### src/rtl/gshare_branch_predictor_pkg.sv
// rtl/gshare_branch_predictor_pkg.sv - shared encodings for the gshare predictor and its BTB
package gshare_branch_predictor_pkg;

    localparam logic [1:0] CTR_SNT = 2'b00;
    localparam logic [1:0] CTR_WNT = 2'b01;
    localparam logic [1:0] CTR_WT  = 2'b10;
    localparam logic [1:0] CTR_ST  = 2'b11;

    localparam logic [1:0] PHT_RESET = CTR_WNT;

    typedef enum logic [1:0] {
        KIND_BR   = 2'd0,
        KIND_JAL  = 2'd1,
        KIND_JALR = 2'd2
    } btb_kind_e;

    function automatic logic [1:0] ctr_update(input logic [1:0] ctr, input logic taken);
        if (taken) begin
            return (ctr == CTR_ST) ? CTR_ST : ctr + 2'd1;
        end
        return (ctr == CTR_SNT) ? CTR_SNT : ctr - 2'd1;
    endfunction

    function automatic logic ctr_predicts_taken(input logic [1:0] ctr);
        return (ctr == CTR_WT) || (ctr == CTR_ST);
    endfunction

endpackage

### src/rtl/btb_array.sv
// rtl/btb_array.sv - direct-mapped BTB storage with tag compare and one write port
module btb_array
    import gshare_branch_predictor_pkg::*;
#(
    parameter int PC_WIDTH = 32,
    parameter int ENTRIES  = 32,
    parameter int IDX      = $clog2(ENTRIES),
    parameter int TAG_W    = PC_WIDTH - IDX - 2
) (
    input  logic                clk,
    input  logic                rst_n,
    input  logic [IDX-1:0]      rd_idx_i,
    input  logic [TAG_W-1:0]    rd_tag_i,
    output logic                rd_hit_o,
    output logic [PC_WIDTH-1:0] rd_target_o,
    output btb_kind_e           rd_kind_o,
    input  logic                wr_en_i,
    input  logic [IDX-1:0]      wr_idx_i,
    input  logic [TAG_W-1:0]    wr_tag_i,
    input  logic [PC_WIDTH-1:0] wr_target_i,
    input  btb_kind_e           wr_kind_i
);

    logic                valid_q  [ENTRIES];
    logic [TAG_W-1:0]    tag_q    [ENTRIES];
    logic [PC_WIDTH-1:0] target_q [ENTRIES];
    btb_kind_e           kind_q   [ENTRIES];

    // Reads see the pre-edge contents; a same-cycle write is not bypassed.
    assign rd_hit_o    = valid_q[rd_idx_i] && (tag_q[rd_idx_i] == rd_tag_i);
    assign rd_target_o = target_q[rd_idx_i];
    assign rd_kind_o   = kind_q[rd_idx_i];

    always_ff @(posedge clk or negedge rst_n) begin
        if (!rst_n) begin
            for (int i = 0; i < ENTRIES; i++) begin
                valid_q[i] <= 1'b0;
            end
        end else if (wr_en_i) begin
            valid_q[wr_idx_i] <= 1'b1;
        end
    end

    // Payload needs no reset: it is only observed through a valid bit.
    always_ff @(posedge clk) begin
        if (wr_en_i) begin
            tag_q[wr_idx_i]    <= wr_tag_i;
            target_q[wr_idx_i] <= wr_target_i;
            kind_q[wr_idx_i]   <= wr_kind_i;
        end
    end

endmodule

### src/rtl/gshare_branch_predictor.sv
// rtl/gshare_branch_predictor.sv - BTB + gshare fetch predictor with EX-stage resolver
module gshare_branch_predictor
    import gshare_branch_predictor_pkg::*;
#(
    parameter int PC_WIDTH    = 32,
    parameter int BTB_ENTRIES = 32,
    parameter int GHR_BITS    = 6
) (
    input  logic                clk,
    input  logic                reset,
    input  logic [PC_WIDTH-1:0] if_pc,
    output logic [PC_WIDTH-1:0] pred_next_pc,
    output logic                pred_taken,
    output logic [GHR_BITS-1:0] pred_pht_idx,
    input  logic                ex_valid,
    input  logic [PC_WIDTH-1:0] ex_pc,
    input  logic                ex_is_branch,
    input  logic                ex_is_jal,
    input  logic                ex_is_jalr,
    input  logic                ex_bcond,
    input  logic [PC_WIDTH-1:0] ex_pc_imm,
    input  logic [PC_WIDTH-1:0] ex_alu_result,
    input  logic [GHR_BITS-1:0] ex_pht_idx,
    input  logic [PC_WIDTH-1:0] ex_next_inst_pc,
    output logic                pc_src,
    output logic [PC_WIDTH-1:0] correct_pc,
    output logic                is_actually_taken,
    output logic [PC_WIDTH-1:0] rd_data,
    output logic [31:0]         mispredict_count
);

    localparam int IDX         = $clog2(BTB_ENTRIES);
    localparam int TAG_W       = PC_WIDTH - IDX - 2;
    localparam int PHT_ENTRIES = 1 << GHR_BITS;
    localparam logic [PC_WIDTH-1:0] JALR_MASK = {{(PC_WIDTH-1){1'b1}}, 1'b0};

    logic [1:0]          pht_q [PHT_ENTRIES];
    logic [GHR_BITS-1:0] ghr_q, ghr_d;
    logic [31:0]         cnt_q, cnt_d;

    logic                btb_hit;
    logic [PC_WIDTH-1:0] btb_target;
    btb_kind_e           btb_kind;
    logic [GHR_BITS-1:0] if_pht_idx;

    logic [PC_WIDTH-1:0] pc_4, ex_target;
    logic                ex_taken, is_ctrl, do_update;
    btb_kind_e           ex_kind;

    btb_array #(
        .PC_WIDTH (PC_WIDTH),
        .ENTRIES  (BTB_ENTRIES)
    ) u_btb (
        .clk         (clk),
        .rst_n       (reset),
        .rd_idx_i    (if_pc[IDX+1:2]),
        .rd_tag_i    (if_pc[PC_WIDTH-1:IDX+2]),
        .rd_hit_o    (btb_hit),
        .rd_target_o (btb_target),
        .rd_kind_o   (btb_kind),
        .wr_en_i     (do_update && ex_taken),
        .wr_idx_i    (ex_pc[IDX+1:2]),
        .wr_tag_i    (ex_pc[PC_WIDTH-1:IDX+2]),
        .wr_target_i (ex_target),
        .wr_kind_i   (ex_kind)
    );

    assign if_pht_idx   = if_pc[GHR_BITS+1:2] ^ ghr_q;
    assign pred_pht_idx = if_pht_idx;
    assign pred_taken   = btb_hit && ((btb_kind != KIND_BR) || ctr_predicts_taken(pht_q[if_pht_idx]));
    assign pred_next_pc = pred_taken ? btb_target : if_pc + PC_WIDTH'(4);

    assign pc_4    = ex_pc + PC_WIDTH'(4);
    assign is_ctrl = ex_is_branch | ex_is_jal | ex_is_jalr;

    always_comb begin
        ex_target = pc_4;
        ex_taken  = 1'b0;
        ex_kind   = KIND_BR;
        if (ex_is_jal) begin
            ex_target = ex_pc_imm;
            ex_taken  = 1'b1;
            ex_kind   = KIND_JAL;
        end else if (ex_is_jalr) begin
            ex_target = ex_alu_result & JALR_MASK;
            ex_taken  = 1'b1;
            ex_kind   = KIND_JALR;
        end else if (ex_is_branch && ex_bcond) begin
            ex_target = ex_pc_imm;
            ex_taken  = 1'b1;
        end
    end

    // A bubble still reports pc+4 so the fetch mux always has a sane value.
    assign correct_pc        = ex_valid ? ex_target : pc_4;
    assign is_actually_taken = ex_valid & ex_taken;
    assign pc_src            = ex_valid & is_ctrl & (ex_next_inst_pc != ex_target);
    assign rd_data           = (ex_valid & (ex_is_jal | ex_is_jalr)) ? pc_4 : '0;
    assign mispredict_count  = cnt_q;
    assign do_update         = ex_valid & is_ctrl;

    always_comb begin
        ghr_d = ghr_q;
        cnt_d = cnt_q;
        if (do_update && ex_is_branch) begin
            ghr_d = {ghr_q[GHR_BITS-2:0], ex_bcond};
        end
        if (pc_src && (cnt_q != 32'hFFFF_FFFF)) begin
            cnt_d = cnt_q + 32'd1;
        end
    end

    always_ff @(posedge clk or negedge reset) begin
        if (!reset) begin
            for (int i = 0; i < PHT_ENTRIES; i++) begin
                pht_q[i] <= PHT_RESET;
            end
            ghr_q <= '0;
            cnt_q <= '0;
        end else begin
            if (do_update && ex_is_branch) begin
                pht_q[ex_pht_idx] <= ctr_update(pht_q[ex_pht_idx], ex_bcond);
            end
            ghr_q <= ghr_d;
            cnt_q <= cnt_d;
        end
    end

endmodule

### config.mk
export PLATFORM = sky130hd
export DESIGN_NAME = gshare_branch_predictor
export DESIGN_NICKNAME = d
export VERILOG_FILES = /design/src/rtl/gshare_branch_predictor_pkg.sv /design/src/rtl/btb_array.sv /design/src/rtl/gshare_branch_predictor.sv
export SDC_FILE = /design/constraint.sdc
export NUM_CORES = 2
export LEC_CHECK = 0
export CELL_PAD_IN_SITES_DETAIL_PLACEMENT = 2
export CELL_PAD_IN_SITES_GLOBAL_PLACEMENT = 2
export CORE_MARGIN = 2
export CORE_UTILIZATION = 43
export DETAILED_ROUTE_END_ITERATION = 10
export PLACE_DENSITY = 0.72
export RECOVER_POWER = 100
export SLEW_MARGIN = 0
export SYNTH_ARGS = -nofsm -noshare
export SYNTH_HDL_FRONTEND = slang
export SYNTH_SLANG_ARGS = --single-unit
### constraint.sdc
create_clock -name clk -period 5.43 [get_ports clk]
set_clock_uncertainty 0.15 [all_clocks]
set_input_delay 1.086 -clock clk [delete_from_list [all_inputs] [get_ports clk]]
set_output_delay 1.086 -clock clk [all_outputs]
set_load 0.01 [all_outputs]
Word level (Yosys, flattened, before mapping)
Memories as Yosys holds them, arrays and structs flattened.
Index checks and enable logic that the tools add are counted.
Cells by class
  add/subtract/negate cells: 5
  $lt $le $gt $ge: 6
  eq/ne operators: 6
  mux-type cells: 34
  bitwise logic cells: 13
  reduce and logical (&&, ||, !) cells: 12
Operators with widths (number)
  $mux 32: 6
  $bwmux 128: 1
  $add 32x3->32 const B: 2
  $add 32x1->32 const B: 1
  $ne 32x32->1: 1
  $ne 32x32->1 const B: 1
  $or 32x32->32: 1
  $eq 25x25->1: 1
  $bmux 2 s6: 2
  $mux 2: 12
  $ge 7x7->1 const B: 2
  $not 6->7: 2
  $demux 2 s6: 1
  $ge 6x6->1 const B: 2
  $not 5->6: 2
  $mux 1: 10
  $logic_and 1x1->1: 8
  $lt 7x1->1 const B: 1
  $eq 2x2->1 const B: 3
  $lt 6x1->1 const B: 1
  $xor 6x6->6: 1
  $bmux 1 s5: 1
  $demux 1 s5: 1
  $and 1x1->1: 4
  other kinds (6): 9
Word-level totals
  register bits: 198
  RAM bits: 1888
  input bits: 173
  output and inout bits: 137
  word-level logic and storage cells: 177
  memories kept: 3
Memories
  u_btb.target_q: depth 32, bits a word 32, read ports 1, clocked after memory_dff 0, wr ports 1, line btb_array.sv:26  | logic [PC_WIDTH-1:0] target_q [ENTRIES];
  u_btb.tag_q: depth 32, bits a word 25, read ports 1, clocked after memory_dff 0, wr ports 1, line btb_array.sv:25  | logic [TAG_W-1:0] tag_q [ENTRIES];
  u_btb.kind_q: depth 32, bits a word 2, read ports 1, clocked after memory_dff 0, wr ports 1, line btb_array.sv:27  | btb_kind_e kind_q [ENTRIES];

Depth between registers and ports, before layout
  depth in word-level cells: 10
  gate-level depth with buffers: 18
  depth with buffers taken out: 13

By module
Synthesis repeated with hierarchy kept, for this count alone.
Unflattened totals
  cells, all modules: 4450
  area total of the unflattened synthesis: 85290.6 um2
Modules (own cells, without submodules)
  btb_array: instances 1, cells an instance 3150, area an instance 73444.2 um2, sequential area each 57495.1 um2
  gshare_branch_predictor: instances 1, cells an instance 1300, area an instance 11846.4 um2, sequential area each 4234.1 um2

Least setup slack after synthesis
Ideal clock, no wire load.
  path kind: input port to output port
  start point: input if_pc[2]
  end point: output pred_next_pc[7]
  arrival time: 4685 ps
  required time: 4194 ps
  slack: -491 ps
  stages on the path: 12
  path buffers: 3
  cell sequence: buf_6 -> xor2_1 -> buf_4 -> mux4_2 -> mux4_2 -> mux2_2 -> a211oi_1 -> nor4_1 -> nand2_1 -> buf_4 -> mux2i_1 -> o221ai_1
Between the ends
  word-level cells in the longest chain between the ends: 10
  elaborated cells between the ends (all ways): 22
  those cells by class: add/sub (1); eq/ne (3); mux (7); bitwise (3); reduce/logical (5); memory (3)
RTL lines
  start, declared: line gshare_branch_predictor.sv:11  | input logic [PC_WIDTH-1:0] if_pc,
  $xor 6x6->6 (*): line gshare_branch_predictor.sv:68  | assign if_pht_idx = if_pc[GHR_BITS+1:2] ^ ghr_q;
  net pred_pht_idx[0]: line gshare_branch_predictor.sv:14  | output logic [GHR_BITS-1:0] pred_pht_idx,
  $not 6->7 (implied by the code) (*): line gshare_branch_predictor.sv:70  | assign pred_taken = btb_hit && ((btb_kind != KIND_BR) || ctr_predicts_taken(pht_q[if_pht_idx]));
  $bmux 2 s6 (*): line gshare_branch_predictor.sv:70
  $mux 2 (implied by the code) (*) (2 in series): line gshare_branch_predictor.sv:70
  $eq 2x2->1: line gshare_branch_predictor_pkg.sv:25  | return (ctr == CTR_WT) || (ctr == CTR_ST);
  $logic_or 1x1->1 (*): line gshare_branch_predictor_pkg.sv:25
  $logic_or 1x1->1 (*): line gshare_branch_predictor.sv:70
  $logic_and 1x1->1 (*): line gshare_branch_predictor.sv:70
  $mux 32 (*): line gshare_branch_predictor.sv:71  | assign pred_next_pc = pred_taken ? btb_target : if_pc + PC_WIDTH'(4);
  end, declared: line gshare_branch_predictor.sv:12  | output logic [PC_WIDTH-1:0] pred_next_pc,
Mark *: on every way through the listed nets, which the timed path passes. The rest lies on a longest branch. The select of a mux whose other input is x is not followed.

Worst setup path in the final report
  start point: input if_pc[5]
  end point: output pred_next_pc[7]
Between the ends
  word-level cells in the longest chain between the ends: 10
  elaborated cells between the ends (all ways): 22
  those cells by class: add/sub (1); eq/ne (3); mux (7); bitwise (3); reduce/logical (5); memory (3)
RTL lines (line)
  $xor 6x6->6: gshare_branch_predictor.sv:68
  $not 6->7 (implied by the code): gshare_branch_predictor.sv:70
  $bmux 2 s6: gshare_branch_predictor.sv:70
  $mux 2 (implied by the code) (2 in series): gshare_branch_predictor.sv:70
  $eq 2x2->1: gshare_branch_predictor_pkg.sv:25
  $logic_or 1x1->1: gshare_branch_predictor_pkg.sv:25
  $logic_or 1x1->1: gshare_branch_predictor.sv:70
  $logic_and 1x1->1: gshare_branch_predictor.sv:70
  $mux 32 (*): gshare_branch_predictor.sv:71
Mark *: on every way between the ends. The rest lies on a longest branch, timed or not. The select of a mux whose other input is x is not followed.

==> flow_summary.ini <==
[sta]
relSlewSlack_pct = -96.8
tightest_slew_ns = 2.95
hold_viol = 0
setup_violations = 482
max_freq_mhz = 157
rsz0062_at_grt = yes
final-max-slew-violation-count = 1741
worst_slack_ns = -0.920
fin_crit_ns = 6.35
period_share_pct = 117

[die]
initial_core_util_pct = 43.3
pin_count = 310
fp.dieH_um = 447
row_count = 162
die_x_um = 447
dieArea_sq_um = 200000
core-area_sq_um = 195000

[outcome]
outcome = finished, violations left
violations = capacitance limit, slew limit, setup timing

[detailed_routing]
highest_layer = met5
avgViaCountPerCell = 6.65
drtPass1Iterations = 6
dr.first_iter.drc_count = 7087
wl_met2_um = 180000
avgRoutedWirePerCell_um = 45.3
postRouteAntennaNets = 0
via_count = 54900
met3_length_um = 34400
met1_length_um = 128000
wl_um = 374000
route.detailed.drc = 0

[cts]
holdBufCountCts = 0
clockBufferDepth = 3
insertion_delay_ns = 0.89
clock_sinks = 2086
cts_inserted_buffers = 216
ctsHtreeMaxLevel = 4
clk_pin_slew_ns = 0.06
cts_tree = done
cts-root-buf = clkbuf_16

[hold_path]
min_delay_path_depth = 1
hold_path_class = reg -> reg
min_to = u_btb.valid_q[1]
min_from = u_btb.valid_q[1]

[worst_setup_path]
reg2reg_from = mispredict_count[8]
critical_path_arrival_ns = 5.11
start_kind = input port
critPathKind = in -> out
ff2ff_path_depth = 12
path_max_fanout = 12
required_ns = 4.19
r2r-end = mispredict_count[23]
cp-end-kind = primary output
r2r_slack_ns = 1.66

[grt]
grt_pass1_vias = 57900
grtUsageTotal_pct = 37.0
antenna_found_initial = 27
overflow = 0
grt_max_degree = 108
grt_pass1_wl_um = 502000

[layout]
fill_cells = 16700
syn2layout_area_growth_pct = 23.6
drive_above_1_share_pct = 34.2
layout_common_cells = edfxtp_1, mux4_2, buf_4
nets = 5607
final_common_cell = edfxtp_1
final_cells = 8257

[synthesis]
syn_avg_cell_area_sq_um = 19.3
async_flop_share_pct = 9.49
yosysSeqAreaShare_pct = 73.0
yosysWarnings = 0
synth_ff_type = edfxtp_1
ys_ff_latch = 2086
syn_nets = 4568
synthCells = 4389
ys_types = 75
syn_area_sq_um = 84500
synth-edff-count = 1888

[run]
drv_cap = 50

[power]
vdd_ir_drop_max_uv = 445
p_per_area_nw_per_um2 = 356
p_leak_uw = 0.0355

[placed_design]
hpwl_um = 221000
place_ws_ns = -1.70
io_buffers = 308
dp_cells = 7752
finalWeightedCongestion = 0.912
## critical path, stage by stage
cell and delay [ns]:
clkbuf_16 0.16, buf_4 0.19, nor2b_2 0.25, buf_4 0.19
buf_4 0.23, nand2_1 0.19, o22ai_1 0.34, a211o_1 0.30
xnor2_2 0.15, nor4_2 0.31, nand4_1 0.17, or4_4 0.49
nor4_4 0.16, buf_6 0.16, mux2i_2 0.25, o221ai_1 0.15
buf_4 0.17, buf_6 0.12
## power by group
part	switching [uW]	internal [uW]	leakage (uW)
sequential	201	18000	0.0196
clock	6920	8390	0.00342
combinational	2270	1470	0.0125
## final cells by class
class	instances	area, sq um	area share (%)
tap	2624	3280	3.14
antenna	15	37.5	0.0359
inverter	38	144	0.138
timing repair buffer	1064	9280	8.89
clock buffer	275	5770	5.52
multi-input combinational	2022	23000	22.0
clock inverter	133	1230	1.18
sequential	2086	61700	59.1
## cells in the mapped netlist (5+ instances only)
cell,count,area share [%]
a21oi_1,87,0.52
o21ai_0,47,0.28
and3_1,24,0.18
nor3_1,36,0.21
mux4_2,492,13
a221oi_1,23,0.24
o221ai_1,27,0.28
o22a_1,5,0.052
mux2_2,139,1.9
a22oi_1,64,0.57
nor2b_1,6,0.044
o311ai_0,6,0.062
nand3_1,48,0.28
or4_1,7,0.062
o22ai_1,75,0.55
nor2_1,190,0.84
edfxtp_1,1888,67
mux2i_1,134,1.6
nand2_1,175,0.78
buf_4,19,0.17
or2_2,34,0.25
and4_1,9,0.093
clkbuf_1,128,0.57
a211oi_1,39,0.35
a22o_1,13,0.13
nor4_1,23,0.17
or3b_2,7,0.073
o211ai_1,8,0.071
nand3b_1,10,0.089
ha_1,6,0.089
xor2_1,43,0.45
or3_1,9,0.067
and2_1,36,0.27
inv_1,37,0.16
nand4_1,36,0.27
buf_2,68,0.40
a32oi_1,7,0.073
dfstp_2,64,2.0
xnor2_1,82,0.85
buf_1,22,0.098
a31oi_1,16,0.12
dfrtp_1,134,4.0
## worst max path at each step
stage                             to  slack, ns     start  cells past startpoint
detailed placement            pc_src      -1.70  ex_pc[2]                     14
global placement    pred_next_pc[12]      -1.45  if_pc[2]                     16
finish               pred_next_pc[7]      -0.92  if_pc[5]                     18
global route         pred_next_pc[7]      -0.92  if_pc[5]                     18
floorplan            pred_next_pc[7]     -0.006  if_pc[4]                     12
CTS                  pred_next_pc[7]      -0.75  if_pc[2]                     16
## state kept, by name, indices dropped and copies added (netlist names)
name,flops
ghr_q,6
mispredict_count,32
pht_q,128
u_btb.kind_q,64
u_btb.tag_q,800
u_btb.target_q,1024
u_btb.valid_q,32
## layer usage
metal | vias to the layer above | global-route usage [%]
met3 | 1315 | 8.32
met5 | - | 0
li1 | 20100 | -
met4 | 12 | 24.4
met2 | 3898 | 60.5
met1 | 29500 | 44.2
## kinds of logic after synthesis
logic type / Yosys count / synth area share (%)
multiplexers: 765 / 16.5
AO/OA/AOI/OAI: 455 / 3.68
XOR/XNOR: 125 / 1.29
AND/OR/NAND/NOR: 669 / 3.87
buffers and inverters: 281 / 1.48
flip-flops: 2086 / 73.0
adder cells (fa/ha/maj): 8 / 0.112
## per-stage QoR
| stage | power (uW) | setup TNS, ns | area (sq um) | hold WS [ns] | util, % |
|---|---|---|---|---|---|
| final | 37200 | -84.54 | 104000 | 0.326 | 53.5 |
| after detailed placement | 21900 | -79.81 | 96900 | 0.305 | 49.6 |
| after global placement | 21700 | -69.61 | 96900 | 0.295 | 49.6 |
| after floorplan | 19900 | -0.00586 | 84800 | 0.284 | - |
| after CTS | 37100 | -17.99 | 106000 | 0.187 | 54.1 |
| after global routing | 37900 | -47.86 | 104000 | 0.342 | 53.5 |
## what timing repair did
item                                    4_1_cts  5_1_grt
endpoints found under the setup margin       75       49
resized for setup                           453      137
cloned                                        4        3
buffers inserted                             49       37
pin swaps                                    70       51
Note: power is estimated with default switching activity, not from simulation.
